===== src/rtl/stickman_actor.sv =====
// stickman_actor: stickman jump physics, run-animation paging and sprite pixel hit test.
// Define STICKMAN_DOUBLE_JUMP_EN to allow a single mid-air re-jump per airborne period.
module stickman_actor #(
  parameter int         X_POS     = 100,
  parameter int         FLOOR_Y   = 350,
  parameter int         CEIL_Y    = 10,
  parameter int         WIDTH     = 84,
  parameter int         HEIGHT    = 120,
  parameter int         N_FRAMES  = 9,
  parameter int         FRAME_DIV = 2,
  parameter int         JUMP_V    = 12,
  parameter int         GRAVITY   = 1,
  parameter int         MAX_FALL  = 12,
  parameter int         VEL_W     = 6,
  parameter logic [7:0] KEY_JUMP  = 8'h2c,
  parameter int         ADDR_W    = 11
) (
  input  logic              Clk,
  input  logic              Reset,
  input  logic              frame_clk,
  input  logic [7:0]        keycode,
  input  logic              pause,
  input  logic [9:0]        DrawX,
  input  logic [9:0]        DrawY,
  input  logic [WIDTH-1:0]  sprite_row,
  output logic [ADDR_W-1:0] sprite_addr,
  output logic              is_actor,
  output logic [9:0]        y_top,
  output logic              airborne,
  output logic [1:0]        jump_state
);

  localparam int GROUND_TOP = FLOOR_Y - HEIGHT;
  localparam int PAGE_W     = (N_FRAMES > 1) ? $clog2(N_FRAMES) : 1;
  localparam int SUB_W      = (FRAME_DIV > 1) ? $clog2(FRAME_DIV) : 1;

  localparam logic signed [10:0] CEIL_S   = 11'(CEIL_Y);
  localparam logic signed [10:0] GROUND_S = 11'(GROUND_TOP);
  localparam logic signed [10:0] X_S      = 11'(X_POS);
  localparam logic signed [10:0] W_S      = 11'(WIDTH);
  localparam logic signed [10:0] H_S      = 11'(HEIGHT);
  localparam logic [9:0]         CEIL_Y10 = 10'(CEIL_Y);
  localparam logic [9:0]         GROUND_Y = 10'(GROUND_TOP);
  localparam logic [VEL_W-1:0]   JUMP_VEL = VEL_W'(JUMP_V);
  localparam logic [VEL_W-1:0]   GRAV_V   = VEL_W'(GRAVITY);
  localparam logic [VEL_W-1:0]   FALL_CAP = VEL_W'(MAX_FALL);
  localparam logic [ADDR_W-1:0]  H_A      = ADDR_W'(HEIGHT);

  typedef enum logic [1:0] {
    GROUND  = 2'd0,
    RISING  = 2'd1,
    FALLING = 2'd2
  } jump_t;

  jump_t              state;
  logic [VEL_W-1:0]   vel;
  logic [9:0]         y_reg;
  logic [PAGE_W-1:0]  page;
  logic [SUB_W-1:0]   sub;
  logic               fc_sync, fc_dly, tick;
  logic               key_now, dj_fire;
  logic               sub_wrap, page_last;
  logic signed [10:0] y_s, v_s, nt_rise, nt_fall;
  logic [VEL_W:0]     vel_inc;
  logic [VEL_W-1:0]   vel_capped;

  assign key_now   = (keycode == KEY_JUMP);
  assign sub_wrap  = (sub == SUB_W'(FRAME_DIV - 1));
  assign page_last = (page == PAGE_W'(N_FRAMES - 1));

  assign y_s     = signed'({1'b0, y_reg});
  assign v_s     = signed'(11'(vel));
  assign nt_rise = y_s - v_s;
  assign nt_fall = y_s + v_s;

  assign vel_inc    = {1'b0, vel} + (VEL_W+1)'(GRAVITY);
  assign vel_capped = (vel_inc > {1'b0, FALL_CAP}) ? FALL_CAP : vel_inc[VEL_W-1:0];

  // frame_clk is unrelated to Clk: one sync flop, then a one-cycle rising-edge pulse
  always_ff @(posedge Clk) begin
    if (Reset) begin
      fc_sync <= 1'b0;
      fc_dly  <= 1'b0;
      tick    <= 1'b0;
    end else begin
      fc_sync <= frame_clk;
      fc_dly  <= fc_sync;
      tick    <= fc_sync & ~fc_dly;
    end
  end

`ifdef STICKMAN_DOUBLE_JUMP_EN
  logic key_prev, dj_used, press;

  assign press   = key_now & ~key_prev;
  assign dj_fire = (state != GROUND) & ~dj_used & press;

  // key_prev follows every tick, paused or not, so a key held through a pause is not a fresh press
  always_ff @(posedge Clk) begin
    if (Reset) begin
      key_prev <= 1'b0;
      dj_used  <= 1'b0;
    end else if (tick) begin
      key_prev <= key_now;
      if (!pause) begin
        if (dj_fire)
          dj_used <= 1'b1;
        else if (state == FALLING && nt_fall >= GROUND_S)
          dj_used <= 1'b0;
      end
    end
  end
`else
  assign dj_fire = 1'b0;
`endif

  // Motion and animation FSM; everything advances on an unpaused tick only
  always_ff @(posedge Clk) begin
    if (Reset) begin
      state    <= GROUND;
      y_reg    <= GROUND_Y;
      vel      <= '0;
      airborne <= 1'b0;
      page     <= '0;
      sub      <= '0;
    end else if (tick && !pause) begin
      if (dj_fire) begin
        vel      <= JUMP_VEL;
        state    <= RISING;
        airborne <= 1'b1;
      end else begin
        case (state)
          GROUND: begin
            if (key_now) begin
              vel      <= JUMP_VEL;
              state    <= RISING;
              airborne <= 1'b1;
            end else if (sub_wrap) begin
              sub  <= '0;
              page <= page_last ? '0 : page + PAGE_W'(1);
            end else begin
              sub <= sub + SUB_W'(1);
            end
          end
          RISING: begin
            if (nt_rise <= CEIL_S) begin
              y_reg <= CEIL_Y10;
              vel   <= '0;
              state <= FALLING;
            end else begin
              y_reg <= nt_rise[9:0];
              if (vel <= GRAV_V) begin
                vel   <= '0;
                state <= FALLING;
              end else begin
                vel <= vel - GRAV_V;
              end
            end
          end
          FALLING: begin
            // Landing tick snaps to the floor and leaves the animation untouched
            if (nt_fall >= GROUND_S) begin
              y_reg    <= GROUND_Y;
              vel      <= '0;
              state    <= GROUND;
              airborne <= 1'b0;
            end else begin
              y_reg <= nt_fall[9:0];
              vel   <= vel_capped;
            end
          end
          default: begin
            state    <= GROUND;
            airborne <= 1'b0;
          end
        endcase
      end
    end
  end

  assign y_top      = y_reg;
  assign jump_state = state;

  logic signed [10:0] dx, dy;
  logic [10:0]        dx_u;
  logic [WIDTH-1:0]   row_shift;
  logic               in_box;

  // Signed 11-bit offsets keep pixels above/left of the box negative instead of wrapping in
  assign dx        = signed'({1'b0, DrawX}) - X_S;
  assign dy        = signed'({1'b0, DrawY}) - y_s;
  assign dx_u      = dx;
  assign in_box    = (dx >= 0) && (dx < W_S) && (dy >= 0) && (dy < H_S);
  assign row_shift = sprite_row << dx_u;

  assign is_actor    = in_box & row_shift[WIDTH-1];
  assign sprite_addr = ADDR_W'(dy) + H_A * ADDR_W'(page);

endmodule


===== config.mk =====
export PLATFORM = sky130hd
export DESIGN_NAME = stickman_actor
export DESIGN_NICKNAME = d
export VERILOG_FILES = /design/src/rtl/stickman_actor.sv
export SDC_FILE = /design/constraint.sdc
export NUM_CORES = 1
export LEC_CHECK = 0
export BUFFER_PORTS_ARGS = -buffer_cell sky130_fd_sc_hd__buf_2
export CORE_UTILIZATION = 52
export CTS_CLUSTER_SIZE = 12
export DETAILED_ROUTE_END_ITERATION = 10
export HOLD_SLACK_MARGIN = 0.1
export PLACE_DENSITY = 0.93
export SYNTH_ARGS = -nofsm -noshare
export SYNTH_HDL_FRONTEND = slang
export SYNTH_SLANG_ARGS = --single-unit

===== constraint.sdc =====
create_clock -name Clk -period 5.03 [get_ports Clk]
set_clock_uncertainty 0.15 [all_clocks]
set_input_delay 0.2515 -clock Clk [delete_from_list [all_inputs] [get_ports Clk]]
set_output_delay 0.2515 -clock Clk [all_outputs]
set_load 0.05 [all_outputs]

==> results of run 1 <==
kinds of logic (layout without fill, tap and decap cells):
kind of cell / count (synthesis) / after routing
multiplexers: 31 / 31
flip-flops: 27 / 27
adder cells (fa/ha/maj): 59 / 59
AO/OA/AOI/OAI: 134 / 134
AND/OR/NAND/NOR: 135 / 135
buffers and inverters: 68 / 191
XOR/XNOR: 30 / 30
state kept, by name, summed over array words and instances, names as in the netlist:
register    cells
y_top          10
vel             6
page            4
jump_state      2
airborne        1
fc_dly          1
fc_sync         1
sub             1
tick            1
critical path: stages, from the launching register on:
cell and delay [ns]:
dfxtp_1 0.44, inv_1 0.16, ha_1 0.29, nor2b_1 0.14
o31a_1 0.27, o31a_1 0.27, o21a_1 0.19, o21ai_0 0.20
or4b_2 0.61, o311ai_0 0.18, ha_1 0.37, a21oi_1 0.13
o21ai_0 0.11, xnor2_1 0.21, xnor2_1 0.16, buf_2 0.29
stage by stage:
stage	hold WS, ns	instances
2_1_floorplan	0.217	484
3_3_place_gp	0.221	704
3_5_place_dp	0.239	704
4_1_cts	0.215	709
5_1_grt	0.217	709
6_report	0.215	709
routing by layer:
metal | vias to the layer above | part of all wire | GRT usage
met4 | 0 | 0.021 | 0.111
met5 | - | 0 | 0
met3 | 28 | 0.062 | 0.0343
met1 | 2088 | 0.39 | 0.347
li1 | 2055 | - | -
met2 | 203 | 0.53 | 0.558
path summary, 6_finish.rpt:
path	end	slack [ns]	cells past startpoint
worst max-delay path	sprite_addr[10]	0.32	15
worst min-delay path	page[0]$_SDFFE_PP0P_	0.21	2
worst max register to register	vel[3]$_SDFFE_PP0P_	0.95	10
worst min register to register	tick$_SDFF_PP0_	0.25	1
cells in the final DEF, fill, tap and decap left out, types with 21 or more instances in the layout:
| cell type | count |
|---|---|
| nor3_1 | 21 |
| buf_2 | 140 |
| ha_1 | 50 |
| nor2_1 | 29 |
| mux4_2 | 26 |
| dfxtp_1 | 27 |
| o21ai_0 | 23 |
| a21oi_1 | 32 |
| inv_1 | 45 |
| nand2_1 | 28 |
final cells by class:
type | instances | area share
multi-input cells | 389 | 0.677
repair buffers | 141 | 0.144
flip-flops and latches | 27 | 0.109
inverters | 46 | 0.0349
well taps | 102 | 0.0258
clock buffers | 3 | 0.00834
clock inverters | 1 | 0.00152
where the power goes:
part / internal, mW / leakage, nW / switching (mW)
Sequential: 0.215 / 0.218 / 0.000688
Combinational: 0.105 / 2.03 / 0.111
Clock: 0.0565 / 0.0217 / 0.0786
repair_timing:
action,in CTS,in global routing
setup buffers,0,0
hold buffers,1,0
setup endpoints to repair,0,0
hold endpoints to repair,1,0
==> run_results.csv, run 1 <==
group,metric,value,unit
yosys,yosys-top-cells-count,"50 x ha_1, 45 x inv_1, 32 x a21oi_1",
final_layout,layout-drive-gt1-share,0.308,
yosys,synthXorXnorAreaFrac,0.0632,
pwr,vdd_drop_max,0.0796,mV
global_route,grt_start_max_net_pins,22,
final_layout,n_fill_cell,636,
pwr,power_density,114,nW/um2
sta,hold_violations,0,
clock_network,cts-root-buf,"clkbuf_8",
yosys,yosys.area.top_type,"ha_1",
sta,relSlewSlack,0.552,
clock_network,clk_latency,0.28,ns
global_route,grt_antenna_before_repair,0,
final_layout,multi_input_area,3350,um2
final_layout,area_growth,19.2,%
worst_setup_path,arrival,4.31,ns
sta,layout_setup_ws,0.317,ns
yosys,synth_top_family_by_area,"compound AO/OA/AOI/OAI gates",
yosys,postSynthAreaPerCell,8.59,um2
floorplan,fp.dieH,91.4,um
floorplan,core_area,7730,um2
detailed_routing,wirelength,12.2,mm
floorplan,boundaryPins,141,
final_layout,antennaDiodeCount,0,
worst_setup_path,rr_startpoint,"vel[0]$_SDFFE_PP0P_",
yosys,synth_seq_area_share,0.130,
clock_network,cts.sinks,27,
yosys,synth_cell_type_count,72,
global_route,grt_pass1_vias,4454,
clock_network,clkTransAtPathRegs,0.11,ns
yosys,yosys.area_share.simple,0.175,
global_route,grt_overflow,0,
detailed_routing,drtPass1Iterations,5,
placement,portBuffers,140,
placement,place_area,4890,um2
detailed_routing,wl_per_cell,17.2,um
detailed_routing,vias,4374,
floorplan,rows,32,
detailed_routing,drt-initial-drc-count,267,
yosys,synth_nets,658,
placement,hpwlAfterDp,10.1,mm
sta,timing.setup.tns,0,ns
min_path,hold_path.class,"input port to flip-flop",
worst_setup_path,crit_path_start_kind,"flip-flop",
worst_setup_path,cp_max_fo,5,
global_route,grt_pass1_wl,20.4,mm
clock_network,cts_tree,"done",
worst_setup_path,worstSetupEndpointType,"output pin",
yosys,async_reset_ff_frac,0,
yosys,synth_compound_area_frac,0.223,
final_layout,layout.cell_area.non_filler,4950,um2
yosys,synth_flop_cell,"dfxtp_1",
yosys,synth_area_leaders,"ha_1 15%, mux4_2 14%, dfxtp_1 13%, xnor2_1 4.2%, inv_1 4.1%",
sta,timing.fmax,212,MHz
detailed_routing,ant_nets,0,
worst_setup_path,cp.required,4.63,ns
yosys,synth_fa_ha_area_frac,0.192,
yosys,ys_warn_count,0,
floorplan,die_w,91.4,um
final_layout,nets,782,
final_layout,utilization,0.641,
clock_network,htree_levels,1,
sta,period_share,0.937,
yosys,netlist.area_leader.share,0.151,
pwr,p_leak,2.27,nW
run,drv_cap,0,
yosys,netlist_area,4160,um2
sta,setup_violations,0,
final_layout,seq_area,541,um2
floorplan,start_util,0.538,
yosys,muxShareOfSynthArea,0.154,
floorplan,die-area,8350,um2
run_status,outcome,"completed",
clock_network,cts_resized,0,
yosys,synth_edf_count,0,
clock_network,cts_buffers,3,
min_path,hold_path_startpoint,"Reset",
yosys,postSynthCellCount,484,
global_route,grt_usage,0.299,
placement,dpl_worst_slack,0.668,ns
pwr,total_power,0.567,mW
clock_network,cts.path.max_buffers,2,
sta,rsz0062_at_grt,"no",
sta,tightest_slew,0.673,ns
detailed_routing,drc,0,
yosys,synth_seq_cells,27,
detailed_routing,vias_per_cell,6.17,
sta,maxSlewViolCount,0,
placement,gp_congestion,0.953,
sta,min_period,4.71,ns
worst_setup_path,startpoint,"y_top[1]$_SDFFE_PP1P_",
worst_setup_path,criticalPathCategory,"flip-flop to output pin",
yosys,yosysMostFrequentCell,"ha_1",
Power figures use the tool's default switching activity.
==> run 2: changes to the inputs <==
--- a/config.mk
+++ b/config.mk
@@ -6,11 +6,11 @@
 export NUM_CORES = 1
 export LEC_CHECK = 0
 export BUFFER_PORTS_ARGS = -buffer_cell sky130_fd_sc_hd__buf_2
-export CORE_UTILIZATION = 52
+export CORE_UTILIZATION = 45
 export CTS_CLUSTER_SIZE = 12
 export DETAILED_ROUTE_END_ITERATION = 10
 export HOLD_SLACK_MARGIN = 0.1
-export PLACE_DENSITY = 0.93
+export PLACE_DENSITY = 0.84
 export SYNTH_ARGS = -nofsm -noshare
 export SYNTH_HDL_FRONTEND = slang
 export SYNTH_SLANG_ARGS = --single-unit
==> run 2 against run 1 <==
Effect of this change:
- the flow now finishes with violations (design-rule violations)
- cell count grew 0.85%
- sequential power about the same
- setup slack improved by 0.050 ns
- worst hold slack better by 0.0033 ns
- core utilization decreased by 8.0 points
- global-route usage is 4.1 points lower
- sequential share of layout area about the same
- largest cell class unchanged
- highest routed layer unchanged
==> run_results.csv, run 2 (synthesis results as in run 1) <==
group,metric,value,unit
run_status,outcome,"finished, violations left",
run_status,violations,"design-rule violations",
sta,tightest_slew,0.651,ns
clock_network,cts_setup_buffers,0,
sta,hold_violations,0,
final_layout,antennaDiodeCount,0,
pwr,pwr-share-comb,0.379,
floorplan,start_util,0.470,
worst_setup_path,worstSetupEndpointType,"output pin",
final_layout,area_growth,19.3,%
placement,gp_congestion,0.914,
worst_setup_path,arrival,4.26,ns
final_layout,n_fill_cell,786,
placement,hpwlAfterDp,9.98,mm
global_route,grt_pass1_wl,20.3,mm
clock_network,clk_latency,0.28,ns
clock_network,htree_levels,1,
floorplan,rows,34,
worst_setup_path,startpoint,"y_top[1]$_SDFFE_PP1P_",
worst_setup_path,reg2reg_depth,10,
worst_setup_path,crit_path_start_kind,"flip-flop",
detailed_routing,drc,1,
clock_network,cts.path.max_buffers,2,
sta,hold_slack,0.218,ns
pwr,power_density,113,nW/um2
pwr,vdd_drop_max,0.103,mV
sta,maxSlewViolCount,0,
sta,min_period,4.66,ns
global_route,grt_usage,0.258,
worst_setup_path,regToRegEndpoint,"vel[3]$_SDFFE_PP0P_",
global_route,grt_antenna_before_repair,0,
detailed_routing,ant_nets,0,
run,drv_cap,0,
floorplan,boundaryPins,141,
global_route,grt_overflow,0,
final_layout,nets,782,
floorplan,die-area,9620,um2
detailed_routing,wirelength,12.0,mm
clock_network,clkTransAtPathRegs,0.10,ns
clock_network,cts-root-buf,"clkbuf_8",
pwr,p_leak,2.27,nW
pwr,switchingPower,0.184,mW
sta,timing.fmax,214,MHz
final_layout,layout-drive-gt1-share,0.308,
pwr,internal_power,0.376,mW
sta,timing.setup.tns,0,ns
clock_network,cts_buffers,3,
final_layout,largest_reg_flops,10,
global_route,grt_pass1_vias,4356,
pwr,swShare,0.328,
pwr,seq_power_share,0.385,
sta,period_share,0.927,
global_route,grt_start_max_net_pins,22,
worst_setup_path,cp_max_fo,5,
min_path,hold_path_startpoint,"Reset",
sta,rsz0062_at_grt,"no",
clock_network,cts.sinks,27,
worst_setup_path,cp.required,4.63,ns
final_layout,layout_commonest_cell,"buf_2",
sta,relSlewSlack,0.566,
pwr,p_clk_frac,0.235,
detailed_routing,vias_per_cell,6.01,
detailed_routing,drt-initial-drc-count,245,
worst_setup_path,reg2reg_slack,1.00,ns
worst_setup_path,rr_startpoint,"vel[0]$_SDFFE_PP0P_",
floorplan,die_w,98.1,um
detailed_routing,wl_per_cell,16.8,um
floorplan,core_area,8850,um2
worst_setup_path,critPathCapture,"sprite_addr[10]",
detailed_routing,drtPass1Iterations,8,
sta,setup_violations,0,
detailed_routing,vias,4294,
placement,portBuffers,140,
clock_network,cts_tree,"done",
min_path,hold_path.class,"input port to flip-flop",
floorplan,fp.dieH,98.1,um
worst_setup_path,criticalPathCategory,"flip-flop to output pin",
final_layout,layout_common_cells,"140 x buf_2, 50 x ha_1, 45 x inv_1",
-- run 2: cell counts in the layout (fill, tap and decap cells not counted) --
No cell type changed its count.
-- run 2: worst max-delay path: stages, from the launching register on --
cell and delay, ns:
dfxtp_1 0.44, inv_1 0.16, ha_1 0.29, nor2b_1 0.14, o31a_1 0.27, o31a_1 0.28
o21a_1 0.18, o21ai_0 0.17, or4b_2 0.59, o311ai_0 0.17, ha_1 0.37, a21oi_1 0.14
o21ai_0 0.13, xnor2_1 0.21, xnor2_1 0.15, buf_2 0.29
-- run 2: power groups by stage --
stage	clock network, mW	logic (mW)	registers, mW
floorplan	0	0.141	0.220
global placement	0	0.205	0.221
detailed placement	0	0.211	0.221
CTS	0.136	0.213	0.216
global route	0.144	0.231	0.216
finish	0.132	0.213	0.216
-- run 2: worst min-delay path by stage --
| stage | endpoint | slack (ns) | cells past startpoint |
|---|---|---|---|
| final | page[0]$_SDFFE_PP0P_ | 0.22 | 2 |
| after global routing | page[0]$_SDFFE_PP0P_ | 0.21 | 2 |
| after CTS | page[0]$_SDFFE_PP0P_ | 0.20 | 2 |
| after detailed placement | tick$_SDFF_PP0_ | 0.23 | 1 |
| after global placement | tick$_SDFF_PP0_ | 0.22 | 1 |
| after floorplan | tick$_SDFF_PP0_ | 0.22 | 1 |
-- run 2: layer usage --
| metal | GRT usage | part of all wire | vias up |
|---|---|---|---|
| li1 | - | - | 2055 |
| met2 | 0.446 | 0.49 | 185 |
| met3 | 0.0344 | 0.067 | 40 |
| met1 | 0.323 | 0.41 | 2014 |
| met5 | 0 | 0 | - |
| met4 | 0.110 | 0.035 | 0 |
-- run 2: stage by stage --
| step | utilization | std cells | power [mW] | setup slack (ns) | area (um2) |
|---|---|---|---|---|---|
| 2_1_floorplan | - | 484 | 0.361 | 0.190 | 4160 |
| 3_3_place_gp | 0.554 | 710 | 0.426 | 0.857 | 4900 |
| 3_5_place_dp | 0.554 | 710 | 0.432 | 0.757 | 4900 |
| 4_1_cts | 0.560 | 715 | 0.564 | 0.409 | 4960 |
| 5_1_grt | 0.560 | 715 | 0.591 | 0.0877 | 4960 |
| 6_report | 0.560 | 715 | 0.560 | 0.368 | 4960 |
-- run 2: cell type report --
type	instances	area, um2	area share
multi-input cells	389	3350	0.676
repair buffers	141	711	0.143
flip-flops and latches	27	541	0.109
inverters	46	173	0.0348
well taps	108	135	0.0273
clock buffers	3	41.3	0.00833
clock inverters	1	7.51	0.00151
-- run 2: what timing repair did --
| item | CTS | global route |
|---|---|---|
| resized for setup | 0 | 0 |
| hold buffers | 1 | 0 |
| hold endpoints to repair | 1 | 0 |
| setup endpoints to repair | 0 | 0 |
